### config.mk
export PLATFORM = sky130hd
export DESIGN_NAME = gcd_ci_driver_flat
export DESIGN_NICKNAME = d
export VERILOG_FILES = /design/src/rtl/gcd_ci_driver_if.sv /design/src/rtl/gcd_ci_driver.sv /design/src/flat_wrapper.sv
export SDC_FILE = /design/constraint.sdc
export NUM_CORES = 1
export LEC_CHECK = 0
export ABC_AREA = 1
export BUFFER_PORTS_ARGS = -buffer_cell sky130_fd_sc_hd__buf_2
export CELL_PAD_IN_SITES_DETAIL_PLACEMENT = 1
export CELL_PAD_IN_SITES_GLOBAL_PLACEMENT = 1
export CORE_MARGIN = 2
export CORE_UTILIZATION = 45
export DETAILED_ROUTE_END_ITERATION = 8
export PLACE_DENSITY = 0.8
export SYNTH_ARGS = -nofsm -noshare
export SYNTH_HDL_FRONTEND = slang
export SYNTH_SLANG_ARGS = --single-unit
### constraint.sdc
create_clock -name clk -period 4.85 [get_ports clk]
set_input_delay 0.485 -clock clk [delete_from_list [all_inputs] [get_ports clk]]
set_output_delay 0.485 -clock clk [all_outputs]
set_load 0.01 [all_outputs]
### src/rtl/gcd_ci_driver_if.sv
// Command and response streams of the GCD custom-instruction driver.
// The master is the fabric side; the slave is the driver.
interface gcd_ci_driver_if;
    logic        cmd_valid;
    logic        cmd_ready;
    logic [31:0] cmd_dataa;
    logic [31:0] cmd_datab;
    logic        rsp_valid;
    logic        rsp_ready;
    logic [31:0] rsp_result;
    logic        rsp_timeout;

    modport master (
        output cmd_valid, cmd_dataa, cmd_datab, rsp_ready,
        input  cmd_ready, rsp_valid, rsp_result, rsp_timeout
    );

    modport slave (
        input  cmd_valid, cmd_dataa, cmd_datab, rsp_ready,
        output cmd_ready, rsp_valid, rsp_result, rsp_timeout
    );
endinterface

### src/rtl/gcd_ci_driver.sv
// Initiator for the multi-cycle GCD custom-instruction handshake.
// Buffers operand pairs, issues them to the responder, returns results.
module gcd_ci_driver #(
    parameter int DEPTH   = 4,
    parameter int TIMEOUT = 1024
) (
    input  logic                     clk,
    input  logic                     reset,
    gcd_ci_driver_if.slave           bus,
    output logic                     ci_clk_en,
    output logic                     ci_start,
    output logic [31:0]              ci_dataa,
    output logic [31:0]              ci_datab,
    input  logic [31:0]              ci_result,
    input  logic                     ci_done,
    output logic                     busy,
    output logic [$clog2(DEPTH):0]   pending
);
    localparam int AW = $clog2(DEPTH);
    localparam int TW = $clog2(TIMEOUT);

    typedef enum logic [1:0] {IDLE, ISSUE, WAIT, RESP} state_t;

    state_t        state;
    logic [63:0]   mem [DEPTH];
    logic [AW-1:0] wr_ptr;
    logic [AW-1:0] rd_ptr;
    logic [AW:0]   count;
    logic [TW-1:0] timer;
    logic          push;
    logic          pop;
    logic [31:0]   head_a;
    logic [31:0]   head_b;

    assign push          = bus.cmd_valid && bus.cmd_ready;
    assign pop           = (state == IDLE) && (count != '0);
    assign {head_a, head_b} = mem[rd_ptr];

    assign bus.cmd_ready = (count != (AW+1)'(DEPTH));
    assign bus.rsp_valid = (state == RESP);
    assign ci_clk_en     = (state == ISSUE) || (state == WAIT);
    assign ci_start      = (state == ISSUE);
    assign busy          = (state != IDLE) || (count != '0);
    assign pending       = count;

    always_ff @(posedge clk) begin
        if (push) mem[wr_ptr] <= {bus.cmd_dataa, bus.cmd_datab};
    end

    always_ff @(posedge clk or negedge reset) begin
        if (!reset) begin
            state           <= IDLE;
            wr_ptr          <= '0;
            rd_ptr          <= '0;
            count           <= '0;
            timer           <= '0;
            ci_dataa        <= '0;
            ci_datab        <= '0;
            bus.rsp_result  <= '0;
            bus.rsp_timeout <= 1'b0;
        end else begin
            if (push) wr_ptr <= wr_ptr + 1'b1;
            if (pop)  rd_ptr <= rd_ptr + 1'b1;
            count <= count + (AW+1)'(push) - (AW+1)'(pop);

            unique case (state)
                IDLE: begin
                    if (pop) begin
                        // A zero operand would never finish in the responder
                        if (head_a == '0 || head_b == '0) begin
                            bus.rsp_result  <= head_a | head_b;
                            bus.rsp_timeout <= 1'b0;
                            state           <= RESP;
                        end else begin
                            ci_dataa <= head_a;
                            ci_datab <= head_b;
                            state    <= ISSUE;
                        end
                    end
                end
                ISSUE: begin
                    timer <= '0;
                    state <= WAIT;
                end
                WAIT: begin
                    timer <= timer + 1'b1;
                    if (ci_done) begin
                        bus.rsp_result  <= ci_result;
                        bus.rsp_timeout <= 1'b0;
                        state           <= RESP;
                    end else if (timer == TW'(TIMEOUT - 1)) begin
                        bus.rsp_result  <= '0;
                        bus.rsp_timeout <= 1'b1;
                        state           <= RESP;
                    end
                end
                RESP: begin
                    if (bus.rsp_ready) state <= IDLE;
                end
                default: state <= IDLE;
            endcase
        end
    end
endmodule

### src/flat_wrapper.sv
// flat-port wrapper written by rule: the top's interface ports become plain ports
module gcd_ci_driver_flat 
#(
    parameter int DEPTH   = 4,
    parameter int TIMEOUT = 1024
)
  (clk, reset, ci_clk_en, ci_start, ci_dataa, ci_datab, ci_result, ci_done, busy, pending, bus_cmd_valid, bus_cmd_dataa, bus_cmd_datab, bus_rsp_ready, bus_cmd_ready, bus_rsp_valid, bus_rsp_result, bus_rsp_timeout);
  gcd_ci_driver_if bus_i ();
  input  logic clk;
  input  logic reset;
  output logic ci_clk_en;
  output logic ci_start;
  output logic [31:0] ci_dataa;
  output logic [31:0] ci_datab;
  input  logic [31:0] ci_result;
  input  logic ci_done;
  output logic busy;
  output logic [$clog2(DEPTH):0] pending;
  input wire logic [$bits(bus_i.cmd_valid)-1:0] bus_cmd_valid;
  input wire logic [$bits(bus_i.cmd_dataa)-1:0] bus_cmd_dataa;
  input wire logic [$bits(bus_i.cmd_datab)-1:0] bus_cmd_datab;
  input wire logic [$bits(bus_i.rsp_ready)-1:0] bus_rsp_ready;
  output wire logic [$bits(bus_i.cmd_ready)-1:0] bus_cmd_ready;
  output wire logic [$bits(bus_i.rsp_valid)-1:0] bus_rsp_valid;
  output wire logic [$bits(bus_i.rsp_result)-1:0] bus_rsp_result;
  output wire logic [$bits(bus_i.rsp_timeout)-1:0] bus_rsp_timeout;
  assign bus_i.cmd_valid = bus_cmd_valid;
  assign bus_i.cmd_dataa = bus_cmd_dataa;
  assign bus_i.cmd_datab = bus_cmd_datab;
  assign bus_i.rsp_ready = bus_rsp_ready;
  assign bus_cmd_ready = bus_i.cmd_ready;
  assign bus_rsp_valid = bus_i.rsp_valid;
  assign bus_rsp_result = bus_i.rsp_result;
  assign bus_rsp_timeout = bus_i.rsp_timeout;
  gcd_ci_driver #(.DEPTH(DEPTH), .TIMEOUT(TIMEOUT)) u_core (.clk(clk), .reset(reset), .bus(bus_i), .ci_clk_en(ci_clk_en), .ci_start(ci_start), .ci_dataa(ci_dataa), .ci_datab(ci_datab), .ci_result(ci_result), .ci_done(ci_done), .busy(busy), .pending(pending));
endmodule
# --- Word level (Yosys, flattened, before mapping) ---
# Memories as Yosys holds them, arrays and structs flattened.
# Cells that the tools add are included.
# Widths: inputs -> output; s select.
op_classes:
  reduce_logical: 15
  bitwise: 2
  n_addsub: 5
  mux: 19
  n_eq_ne: 9
op_table:
  columns: ["op", "count"]
  rows:
  - ["$mux 32", 4]
  - ["$logic_not 32->1", 2]
  - ["$pmux 32 s2", 1]
  - ["$or 32x32->32", 1]
  - ["$pmux 10 s2", 1]
  - ["$add 10x1->10 const B", 1]
  - ["$eq 10x10->1 const B", 1]
  - ["$mux 2", 5]
  - ["$pmux 2 s4", 1]
  - ["$mux 1", 6]
  - ["$ne 3x3->1 const B", 2]
  - ["$reduce_and 3->1", 2]
  - ["$reduce_bool 2->1", 3]
  - ["$add 2x1->2 const B", 2]
  - ["$eq 2x2->1 const B", 2]
  - ["$ne 2x2->1 const B", 2]
  - ["$reduce_and 4->1", 1]
  - ["$add 3x1->3", 1]
  - ["$logic_or 1x1->1", 3]
  - ["$reduce_bool 3->1", 1]
  - ["$sub 3x1->3", 1]
  - ["$eq 2x1->1 const B", 1]
  - ["$logic_and 1x1->1", 2]
  - ["$logic_not 2->1", 1]
  - ["other kinds (3)", 3]
word_totals:
  output_inout_bits: 105
  memories: 1
  ramBits: 256
  input_bits: 101
  reg_bits: 116
  word_cells: 60
mem_list:
  columns: ["memory", "depth", "width", "read_ports", "rd_ports_with_merged_regs", "write_ports", "line", "rtl"]
  rows:
  - ["u_core.mem", 4, 64, 1, 0, 1, "gcd_ci_driver.sv:25", "logic [63:0] mem [DEPTH];"]

# --- Longest topological paths before layout ---
# Gate-level depths: netlist of run 1.
# An unclocked memory read counts as a cell.
logic_depth:
  depth_word: 6
  depth_mapped: 18
  mapped_depth_nobuf: 13

# --- Worst setup path before layout of run 1 ---
# No wires, ideal clock.
synth_path:
  path_type: "register to register"
  from: "reg u_core.count[1] (netlist: u_core.pending[1])"
  to: "mem u_core.mem[0][0], enable pin"
  required_time_ns: 4.363
  setup_time_ns: 0.487
  period_less_slack_ns: 4.010
  stages_incl_launch_ff: 5
  n_path_buf: 0
  arrival_ns: 3.523
  slack_ns: 0.840
  path_cell_list: "dfrtp_1 inv_1 nand3_1 nand2_1 nor2_1"
synth_between:
  elab_chain_len: 4
synth_rtl:
  columns: ["item", "line", "rtl"]
  rows:
  - ["start: declaration", "gcd_ci_driver.sv:28", "logic [AW:0] count;"]
  - ["start signal: assignment", "gcd_ci_driver.sv:64", "count <= count + (AW+1)'(push) - (AW+1)'(pop);"]
  - ["$ne 3x3->1", "gcd_ci_driver.sv:39", "assign bus.cmd_ready = (count != (AW+1)'(DEPTH));"]
  - ["net bus_cmd_ready", "flat_wrapper.sv:23", "output wire logic [$bits(bus_i.cmd_ready)-1:0] bus_cmd_ready;"]
  - ["$logic_and 1x1->1", "gcd_ci_driver.sv:35", "assign push = bus.cmd_valid && bus.cmd_ready;"]
  - ["$mux 1", "gcd_ci_driver.sv:47", "if (push) mem[wr_ptr] <= {bus.cmd_dataa, bus.cmd_datab};"]
  - ["$mux 1 (implied by the code)", "gcd_ci_driver.sv:47", null]
  - ["end: declaration", "gcd_ci_driver.sv:25", null]
# The timed path passes the listed nets, and every way through them passes these cells.

# --- Worst setup path after layout of run 1 ---
layout_path:
  from: "reg u_core.rd_ptr[0]"
  to: "reg u_core.ci_datab[3]"
layout_between:
  elab_chain_len: 5
  word_cells_on_any_way: 6
  classes_between: "bitwise (1); reduce/logical (4); memory (1)"
layout_rtl:
  columns: ["item", "line", "rtl"]
  rows:
  - ["start: declaration", "gcd_ci_driver.sv:27", "logic [AW-1:0] rd_ptr;"]
  - ["start signal: assignment", "gcd_ci_driver.sv:63", "if (pop) rd_ptr <= rd_ptr + 1'b1;"]
  - ["$mem_v2 4x64 (*)", null, null]
  - ["$logic_not 32->1", "gcd_ci_driver.sv:70", "if (head_a == '0 || head_b == '0) begin"]
  - ["$logic_or 1x1->1", "gcd_ci_driver.sv:70", null]
  - ["$not 1->1 (no line)", null, null]
  - ["$reduce_and 3->1 (no line)", null, null]
  - ["end signal: assignment", "gcd_ci_driver.sv:58", "ci_datab <= '0;"]
  - ["end signal: assignment", "gcd_ci_driver.sv:76", "ci_datab <= head_b;"]
  - ["end: declaration", "gcd_ci_driver.sv:13", "output logic [31:0] ci_datab,"]
# Every way passes the cells marked *; elsewhere a longest branch is shown, timed or not.
# A chain may end at the register's enable or synchronous reset.

==> out/results.txt, run 1 <==
initial DRC count = 951
row cnt = 68
f_max = 293 MHz
first-pass GRT wire length = 71100 um
CTS tree = built
placer congestion estimate = 0.813
Post-CTS Hold Buffers = 0
worst skew pair latency = 0.53 ns
final setup margin = 1.44 ns
top post-synthesis cells by area = edfxtp_1, dfrtp_1, nand2_1
clock sinks = 372
Avg Vias per Cell = 5.36
syn avg cell area = 10.3 um2
syn_nets = 1637
outcome = finished clean
Clock Path Buffers = 3
fill count = 3844
die height = 190 um
Max-slew headroom = 0.326
largest net degree at the start of global routing = 77
Leakage = 8.20 nW
max-cap viol count = 0
Worst Path Max Fanout = 72
RSZ-0062 raised after global routing = false
worst-margin pin slew = 1.01 ns
Detail Placement HPWL = 31600 um
Setup-failing EPs final = 0
TritonCTS buffer count = 40
post-CTS setup buffers = 0
CTS root buffer = clkbuf_16
dominant synthesized flop cell = edfxtp_1
final WL = 46500 um
core area = 34400 um2
H-Tree Depth = 2
Worst-path clk slew = 0.06 ns
nets@finish = 1822
# DRC = 0
fin util = 0.532
WL met2 = 22400 um
EDFF count, synth = 256
Power Density = 717 nW/um2
post-synthesis cell area = 15600 um2
CTS-repair resized insts = 0
Slew Limit Fails = 0
Critical Path AT = 3.88 ns
fin crit share = 0.703
die area = 36300 um2
Final min period = 3.41 ns
Met1 Routed Length = 20300 um
Fin. Hold Viols = 0
setup TNS = 0 ns
post-route cell area = 18300 um2
routed len/inst = 21.1 um
highest metal used = met5
Ports = 206
Met3 Routed Length = 2730 um
Req. time, crit path = 5.32 ns
Clock Skews = 0.0145 ns
crit start category = flop
Max VDD drop = 0.353 mV
worst hold path class = in2async
Initial Util = 0.455
post-place setup slack = 1.48 ns
Detailed Routing Iterations Pass 1 = 5
Crit. End Element = flop
antenna violations before repair = 10
grt ovf = 0
Yosys top cell by area = edfxtp_1
vias in the first global route = 12100
Area Overhead vs Synth = 16.8%
Gate Count Post-Synth = 1524
layout cell share with drive strength beyond 1 = 0.172
Seq/Total Area, Yosys = 0.677
library cells used by synthesis = 26
Synth warnings = 0
Crit Path Category = reg2reg
total power = 13.1 mW
gr usage total = 0.257
post-detailed-route count of antenna-violating nets = 0
width of the die = 190 um
DP Area = 17000 um2
IO buf count = 205
Yosys top cell area share = 0.491
Yosys reg bits = 372
asr flop ratio synth = 0.312
vias = 11800
[final cells by class]
class	count	area [um2]	share of cell area
Antenna cell	4	10.0	0.000548
Clock buffer	53	1130	0.0620
Sequential cell	372	10600	0.580
Tap cell	455	569	0.0311
Clock inverter	20	125	0.00685
Multi-Input combinational cell	980	4310	0.236
Timing Repair Buffer	227	1210	0.0660
Inverter	88	332	0.0181
[critical path, stage by stage, from the launching register on]
cell	delay (ns)
dfrtp_4	0.64
clkinv_2	0.11
buf_4	0.60
nand2_1	0.11
nand3_1	0.10
nand2_1	0.16
nand2_1	0.10
nor2_1	0.05
nand2_1	0.12
nor2_1	0.06
nand2_1	0.23
inv_2	0.08
nor2_4	0.29
buf_4	0.39
nand3_1	0.14
nand2_1	0.09
[kinds of logic (layout without fill, tap and decap cells)]
| kind of cell | Yosys count | after routing | synth area share |
|---|---|---|---|
| other cells | 0 | 4 | 0 |
| buf+inv | 172 | 388 | 0.0511 |
| simple gates | 911 | 911 | 0.242 |
| xor+xnor | 6 | 6 | 0.00336 |
| flops | 372 | 372 | 0.677 |
| fa+ha+maj | 12 | 12 | 0.0101 |
| compound gates | 51 | 51 | 0.0166 |
[cell usage in the layout, fill, tap and decap left out, drive strengths merged]
cell,instances
nor3b,2
xnor2,1
buf,227
nand2,604
clkbuf,53
a21oi,10
o21ai,38
nor2,36
fa,1
xor2,5
diode,4
o22ai,3
clkinvlp,1
bufinv,1
clkinv,17
inv,89
nor3,4
nand4,3
dfrtp,116
nand3,262
ha,11
edfxtp,256
[through the flow]
step,hold slack (ns),std cells
floorplan,0.189,1524
global placement,0.448,2122
detailed placement,0.454,2122
CTS,0.148,2195
global route,0.160,2198
finish,0.139,2199
[where the power goes]
group          total (mW)  switching (mW)  internal [mW]
Clock                2.94            1.24           1.70
Sequential           4.78           0.438           4.35
Combinational        5.39            3.93           1.47
[synthesized netlist by cell type, types with 3 or more instances]
cell type / n
nand3_1: 261
nor2_1: 35
o21ai_0: 38
buf_6: 12
buf_4: 3
a21oi_1: 10
dfrtp_1: 116
ha_1: 11
nor3_1: 4
clkbuf_1: 20
buf_1: 7
inv_1: 86
buf_2: 42
edfxtp_1: 256
o22ai_1: 3
xor2_1: 5
nand2_1: 603
[routing by layer]
layer,vias up,global-route usage
li1,5421,-
met1,5898,0.358
met2,379,0.423
met3,80,0.0379
met4,2,0.0707
met5,-,0
[flip-flops by register name, indices dropped and copies added, names as in the netlist]
name and flops:
u_core.mem 256, u_core.bus.rsp_result 32, u_core.ci_dataa 32, u_core.ci_datab 32, u_core.timer 10, u_core.pending 3, u_core.rd_ptr 2, u_core.state 2
u_core.wr_ptr 2, u_core.bus.rsp_timeout 1
[final timing paths]
check | startpoint | endpoint | slack (ns) | depth (start not counted)
min in group clk | bus_cmd_datab[18] | u_core.mem[0][18] | 0.17 | 1
max in group asynchronous | reset | u_core.rd_ptr[0] | 3.54 | 2
worst max-delay path | u_core.rd_ptr[0] | u_core.ci_datab[3] | 1.44 | 15
worst max register to register | u_core.rd_ptr[0] | u_core.ci_datab[3] | 1.44 | 15
worst min register to register | u_core.bus.rsp_result[14] | u_core.bus.rsp_result[14] | 0.46 | 2
worst min-delay path | reset | u_core.bus.rsp_result[30] | 0.14 | 1
No activity file was read; power rests on OpenSTA's default activity.
==> run 2: changes to the inputs <==
- ABC_AREA: 1 -> 0
- CORE_UTILIZATION: 45 -> 44
- PLACE_DENSITY: 0.8 -> 0.76
- clock period: 4.85 -> 2.9 ns (I/O delays scaled with it)
==> out/results.txt, run 2 <==
layout cell share with drive strength beyond 1 = 0.476 (+0.304)
Req. time, crit path = 3.30 ns (-2.02 ns)
asr flop ratio synth = 0.312 (unchanged)
grt ovf = 0 (unchanged)
row cnt = 67 (-1.5%)
Placed Cells = 1507 (-29%)
Worst-path clk slew = 0.07 ns (about the same)
worst flop-to-flop path endpoint = u_core.bus.rsp_result[22]
Crit. End Element = flop
Setup-failing EPs final = 97 (+97)
outcome = finished with violations
Area Overhead vs Synth = 31.6%
CTS root buffer = clkbuf_16
TritonCTS buffer count = 40 (unchanged)
width of the die = 189 um (-0.88%)
fin cells = 1679 (-24%)
core area = 33600 um2 (-2.2%)
Worst Path Max Fanout = 7 (-90%)
largest reg by FF count = u_core.mem
nets@finish = 1311 (-28%)
Initial Util = 0.447 (-0.00821)
Clock Path Buffers = 3 (unchanged)
Clock Skews = 0.0230 ns (+0.00846 ns)
vias in the first global route = 9901 (-18%)
final WL = 45600 um (-1.9%)
antenna violations before repair = 2 (-8)
Crit Reg-Reg Startpoint = u_core.rd_ptr[0]
failing checks = setup timing
f_max = 324 MHz (+11%)
Slew Limit Fails = 0 (unchanged)
Gate Count Post-Synth = 789 (-48%)
routed len/inst = 27.1 um (+28%)
top post-synthesis cells by count = edfxtp_1, dfrtp_1, mux2_4
initial DRC count = 810 (-15%)
Max VDD drop = 0.684 mV (+94%)
worst hold path class = in2reg
Yosys reg bits = 372 (unchanged)
gr usage total = 0.253 (-0.00390)
dominant synthesized flop cell = edfxtp_1
fin crit share = 1.06 (+0.360)
post-synthesis cell area = 15000 um2 (-4.0%)
Seq/Total Area, Yosys = 0.705 (+0.0280)
crit start category = flop
Setup crit end = u_core.bus.rsp_result[22]
worst skew pair latency = 0.54 ns (about the same)
top post-synthesis cells by area = edfxtp_1, dfrtp_1, mux2_4
CTS tree = built
Worst Setup SP = u_core.rd_ptr[0]
Final min period = 3.08 ns (-0.328 ns)
most frequent cell after synthesis = edfxtp_1
Synth warnings = 0 (unchanged)
Yosys top cell by area = edfxtp_1
Detail Placement HPWL = 30200 um (-4.4%)
# DRC = 0 (unchanged)
Leakage = 7.81 nW (-4.7%)
final setup margin = -0.183 ns (-1.62 ns)
Register-to-Register Path Depth = 10 (-5)
total power = 24.3 mW (+85%)
worst-margin pin slew = 0.723 ns (-0.287 ns)
EDFF count, synth = 256 (unchanged)
RSZ-0062 raised after global routing = true
Ports = 206 (unchanged)
max reg flops = 256 (unchanged)
Detailed Routing Iterations Pass 1 = 6 (+1)
die height = 189 um (-0.88%)
Avg Vias per Cell = 5.41 (+1.1%)
commonest non-fill, non-tap cell in the layout = edfxtp_1
placer congestion estimate = 0.798 (-1.8%)
post-detailed-route count of antenna-violating nets = 0 (unchanged)
library cells used by synthesis = 38 (+46%)
syn_nets = 902 (-45%)
largest net degree at the start of global routing = 53 (-31%)
vias = 9089 (-23%)
Reg2Reg Setup Slack = -0.18 ns (-1.62 ns)
clock sinks = 372 (unchanged)
first-pass GRT wire length = 65400 um (-8.0%)
die area = 35600 um2 (-1.8%)
Power Density = 1230 nW/um2 (+71%)
Crit Path Category = reg2reg
most frequent cells in the layout = edfxtp_1, buf_2, dfrtp_1
syn avg cell area = 19.0 um2 (+85%)
IO buf count = 205 (unchanged)
post-place setup slack = -0.262 ns (-1.74 ns)
H-Tree Depth = 2 (unchanged)
Critical Path AT = 3.49 ns (-0.39 ns)
Fin. Hold Viols = 0 (unchanged)
Yosys top cell area share = 0.512 (+0.0203)
max-cap viol count = 0 (unchanged)
Max-slew headroom = 0.518 (+0.192)
## run 2: cell types whose count changed after synthesis, moves of 5 or more
cell	previous run	this run
nand3_1	261	9
buf_6	12	4
o21ai_1	0	5
mux2_4	0	93
mux4_1	0	5
a21oi_1	10	1
buf_12	0	10
inv_1	86	17
nor4_1	0	17
mux4_2	0	59
buf_1	7	0
buf_2	42	6
clkbuf_1	20	11
nand2_1	603	49
## run 2: layout make-up
class | instances | area, um2
Fill cell | 3087 | 13800
Sequential cell | 372 | 10600
Multi-Input combinational cell | 367 | 4210
Timing Repair Buffer | 400 | 3030
Clock buffer | 55 | 1200
Tap cell | 448 | 561
Clock inverter | 19 | 104
Inverter | 17 | 63.8
Antenna cell | 1 | 2.50
## run 2: critical path: stages (launching register included)
cell	delay, ns
dfrtp_4	0.54
buf_12	0.16
buf_12	0.12
mux4_2	0.53
nor4_4	0.37
buf_4	0.17
nand4_1	0.13
o21ai_4	0.25
o21ai_4	0.16
buf_12	0.19
mux2_4	0.30
## run 2: per-stage QoR
step / util / area [um2] / hold WS, ns / setup TNS (ns)
2_1_floorplan: - / 15000 / -0.00559 / 0
3_3_place_gp: 0.513 / 17300 / 0.328 / -19.44
3_5_place_dp: 0.513 / 17300 / 0.331 / -23.30
4_1_cts: 0.582 / 19600 / 0.00168 / -5.47
5_1_grt: 0.588 / 19800 / 0.0110 / -21.95
6_report: 0.588 / 19800 / 0.0298 / -14.58
## run 2: worst min path at each step
| stage | startpoint | endpoint | slack (ns) | cells past startpoint |
|---|---|---|---|---|
| 2_1_floorplan | reset | u_core.bus.rsp_result[0] | -0.006 | 0 |
| 3_3_place_gp | reset | u_core.ci_datab[22] | 0.33 | 1 |
| 3_5_place_dp | reset | u_core.bus.rsp_result[15] | 0.33 | 1 |
| 4_1_cts | bus_cmd_dataa[23] | u_core.mem[1][55] | 0.002 | 1 |
| 5_1_grt | bus_cmd_dataa[23] | u_core.mem[0][55] | 0.01 | 1 |
| 6_report | bus_cmd_dataa[23] | u_core.mem[0][55] | 0.03 | 1 |
## run 2: per-layer routing
metal	routed length (um)	GRT usage	vias up
met5	0	0	-
met1	18600	0.342	4737
met2	22600	0.414	404
li1	-	-	3865
met4	1470	0.0938	0
met3	2900	0.0454	83
## run 2: power by group
part           switching [mW]  leakage (nW)  internal [mW]  total, mW
Clock                    2.12         0.648           2.90       5.02
Sequential              0.886          3.71           7.31       8.20
Combinational            5.45          3.46           5.58       11.0
Total                    8.45          7.81           15.8       24.3
## run 2: cells by family (layout without fill, tap and decap cells)
| kind of cell | count (synthesis) | count (layout) | synth area share |
|---|---|---|---|
| buffers and inverters | 50 | 491 | 0.0263 |
| adder cells (fa/ha/maj) | 12 | 12 | 0.0105 |
| AO/OA/AOI/OAI | 53 | 53 | 0.0187 |
| other | 0 | 1 | 0 |
| XOR/XNOR | 8 | 8 | 0.00466 |
| AND/OR/NAND/NOR | 132 | 132 | 0.0411 |
| flip-flops | 372 | 372 | 0.705 |
| multiplexers | 162 | 162 | 0.194 |
## run 2: what timing repair did
| item | in CTS | in global routing |
|---|---|---|
| gates resized for setup | 40 | 8 |
| cloned | 1 | 1 |
| setup buffers | 12 | 19 |
| setup endpoints to repair | 97 | 97 |
| pin swaps | 4 | 7 |
| hold buffers | 64 | 0 |
| hold endpoints to repair | 283 | 0 |
==> run 3: changes to the inputs <==
- PLACE_DENSITY: 0.76 -> 0.78
==> out/results.txt, run 3 (same netlist as run 2, synthesis figures left out) <==
clock sinks = 372 (unchanged)
Placed Cells = 1506 (-0.066%)
die height = 189 um (unchanged)
die area = 35600 um2 (unchanged)
Reg2Reg Setup Slack = -0.19 ns (about the same)
fill count = 3085 (-0.065%)
Power Density = 1230 nW/um2 (+0.42%)
fin crit share = 1.07 (+0.00287)
Ports = 206 (unchanged)
WL met2 = 22900 um (+1.3%)
Met3 Routed Length = 2950 um (+1.8%)
CTS tree = built
failing checks = setup timing
Area Overhead vs Synth = 29.7%
placer congestion estimate = 0.811 (+1.7%)
largest reg by FF count = u_core.mem
Worst Setup SP = u_core.rd_ptr[0]
Comb pwr share = 0.447 (-0.008)
Fin. Hold Viols = 0 (unchanged)
layout cell share with drive strength beyond 1 = 0.463 (-0.0132)
Worst-path clk slew = 0.06 ns (about the same)
max-cap viol count = 0 (unchanged)
CTS root buffer = clkbuf_16
RSZ-0062 raised after global routing = true
IO buf count = 205 (unchanged)
worst hold path class = in2reg
worst skew pair latency = 0.53 ns (about the same)
Setup crit end = u_core.bus.rsp_result[28]
worst-margin pin slew = 0.829 ns (+0.105 ns)
vias = 9209 (+1.3%)
core area = 33600 um2 (unchanged)
Clock Path Buffers = 3 (unchanged)
Worst Path Max Fanout = 7 (unchanged)
highest metal used = met5
# DRC = 0 (unchanged)
gr usage total = 0.251 (-0.00190)
max reg flops = 256 (unchanged)
nets@finish = 1290 (-1.6%)
f_max = 323 MHz (-0.27%)
Crit Reg-Reg Startpoint = u_core.rd_ptr[0]
Pint = 15.6 mW (-1.2%)
post-place setup slack = -0.293 ns (-0.0309 ns)
Clock power frac = 0.209 (+0.002)
Final min period = 3.09 ns (+0.00833 ns)
grt ovf = 0 (unchanged)
routed len/inst = 27.5 um (+1.5%)
H-Tree Depth = 2 (unchanged)
post-detailed-route count of antenna-violating nets = 0 (unchanged)
Clock Skews = 0.0141 ns (-0.00889 ns)
sequential power share = 0.344 (+0.006)
commonest non-fill, non-tap cell in the layout = edfxtp_1
most frequent cells in the layout = edfxtp_1, buf_2, dfrtp_1
hold_ws = 0.0101 ns (-0.0198 ns)
Crit Path Category = reg2reg
Req. time, crit path = 3.30 ns (about the same)
width of the die = 189 um (unchanged)
multi-input logic area = 4230 um2 (+0.45%)
P_sw = 8.40 mW (-0.64%)
antenna violations before repair = 3 (+1)
Register-to-Register Path Depth = 10 (unchanged)
Avg Vias per Cell = 5.55 (+2.6%)
crit start category = flop
final WL = 45700 um (+0.18%)
Slew Limit Fails = 0 (unchanged)
Crit. End Element = flop
row cnt = 67 (unchanged)
outcome = finished with violations
Detail Placement HPWL = 31300 um (+3.4%)
Met1 Routed Length = 18300 um (-2.0%)
worst flop-to-flop path endpoint = u_core.bus.rsp_result[28]
first-pass GRT wire length = 65000 um (-0.55%)
initial DRC count = 764 (-5.7%)
Switching Fraction = 0.350 (+0.00124)
final setup margin = -0.192 ns (-0.00833 ns)
setup TNS = -15.83 ns (-1.25 ns)
Register Area = 10600 um2 (unchanged)
vias in the first global route = 9840 (-0.62%)
Max-slew headroom = 0.448 (-0.0703)
Leakage = 7.67 nW (-1.8%)
Detailed Routing Iterations Pass 1 = 5 (-1)
fin cells = 1658 (-1.3%)
Initial Util = 0.447 (unchanged)
fin util = 0.580 (-0.00830)
largest net degree at the start of global routing = 65 (+23%)
Critical Path AT = 3.49 ns (about the same)
Max VDD drop = 0.621 mV (-9.2%)
Setup-failing EPs final = 96 (-1.0%)
TritonCTS buffer count = 41 (+2.5%)
run 3: worst min-delay path by stage:
stage	endpoint	start	slack, ns	cells after the start
finish	u_core.mem[2][20]	bus_cmd_datab[20]	0.01	1
global route	u_core.mem[2][42]	bus_cmd_dataa[10]	0.001	1
detailed placement	u_core.ci_datab[9]	reset	0.42	1
CTS	u_core.mem[0][14]	bus_cmd_datab[14]	0.001	1
floorplan	u_core.bus.rsp_result[0]	reset	-0.006	0
global placement	u_core.ci_datab[9]	reset	0.42	1
run 3: power groups by stage:
stage               Combinational, mW  Clock (mW)  Sequential [mW]
finish                           10.7        5.02             8.26
global route                     11.3        5.28             8.35
CTS                              10.2        5.10             8.22
detailed placement               9.82           0             8.27
global placement                 9.45           0             8.18
floorplan                        5.55           0             8.26
run 3: worst max-delay path: stages (launching register included):
cell and delay (ns):
dfrtp_4 0.53, buf_12 0.18, buf_4 0.13, mux4_2 0.54
nor4_2 0.25, buf_4 0.17, nand4_1 0.17, o21ai_4 0.29
o21ai_4 0.16, buf_4 0.21, mux2_4 0.30
run 3: area by class of cell:
class                   count  area share
diodes                      1    0.000128
clock buffers              58      0.0575
clock inverters            17     0.00854
inverters                  17     0.00327
multi-input cells         367       0.217
flip-flops and latches    372       0.544
well taps                 448      0.0288
repair buffers            378       0.141
run 3: what timing repair did:
item                                    CTS  global route
cloned                                    0             2
pin swaps                                 3             4
gates resized for setup                  19            14
endpoints found under the setup margin   97            97
buffers inserted                          6            13
hold buffers                             55             0
endpoints found under the hold margin   264             0
run 3: per-layer routing:
layer / track usage / up-vias
met5: 0 / -
met4: 0.0871 / 2
met3: 0.0440 / 88
met2: 0.418 / 474
met1: 0.336 / 4817
li1: - / 3828
run 3: stage by stage:
stage	power [mW]	area, um2
global route	24.9	19500
CTS	23.6	19300
floorplan	13.8	15000
finish	24.0	19500
detailed placement	18.1	17300
global placement	17.6	17300
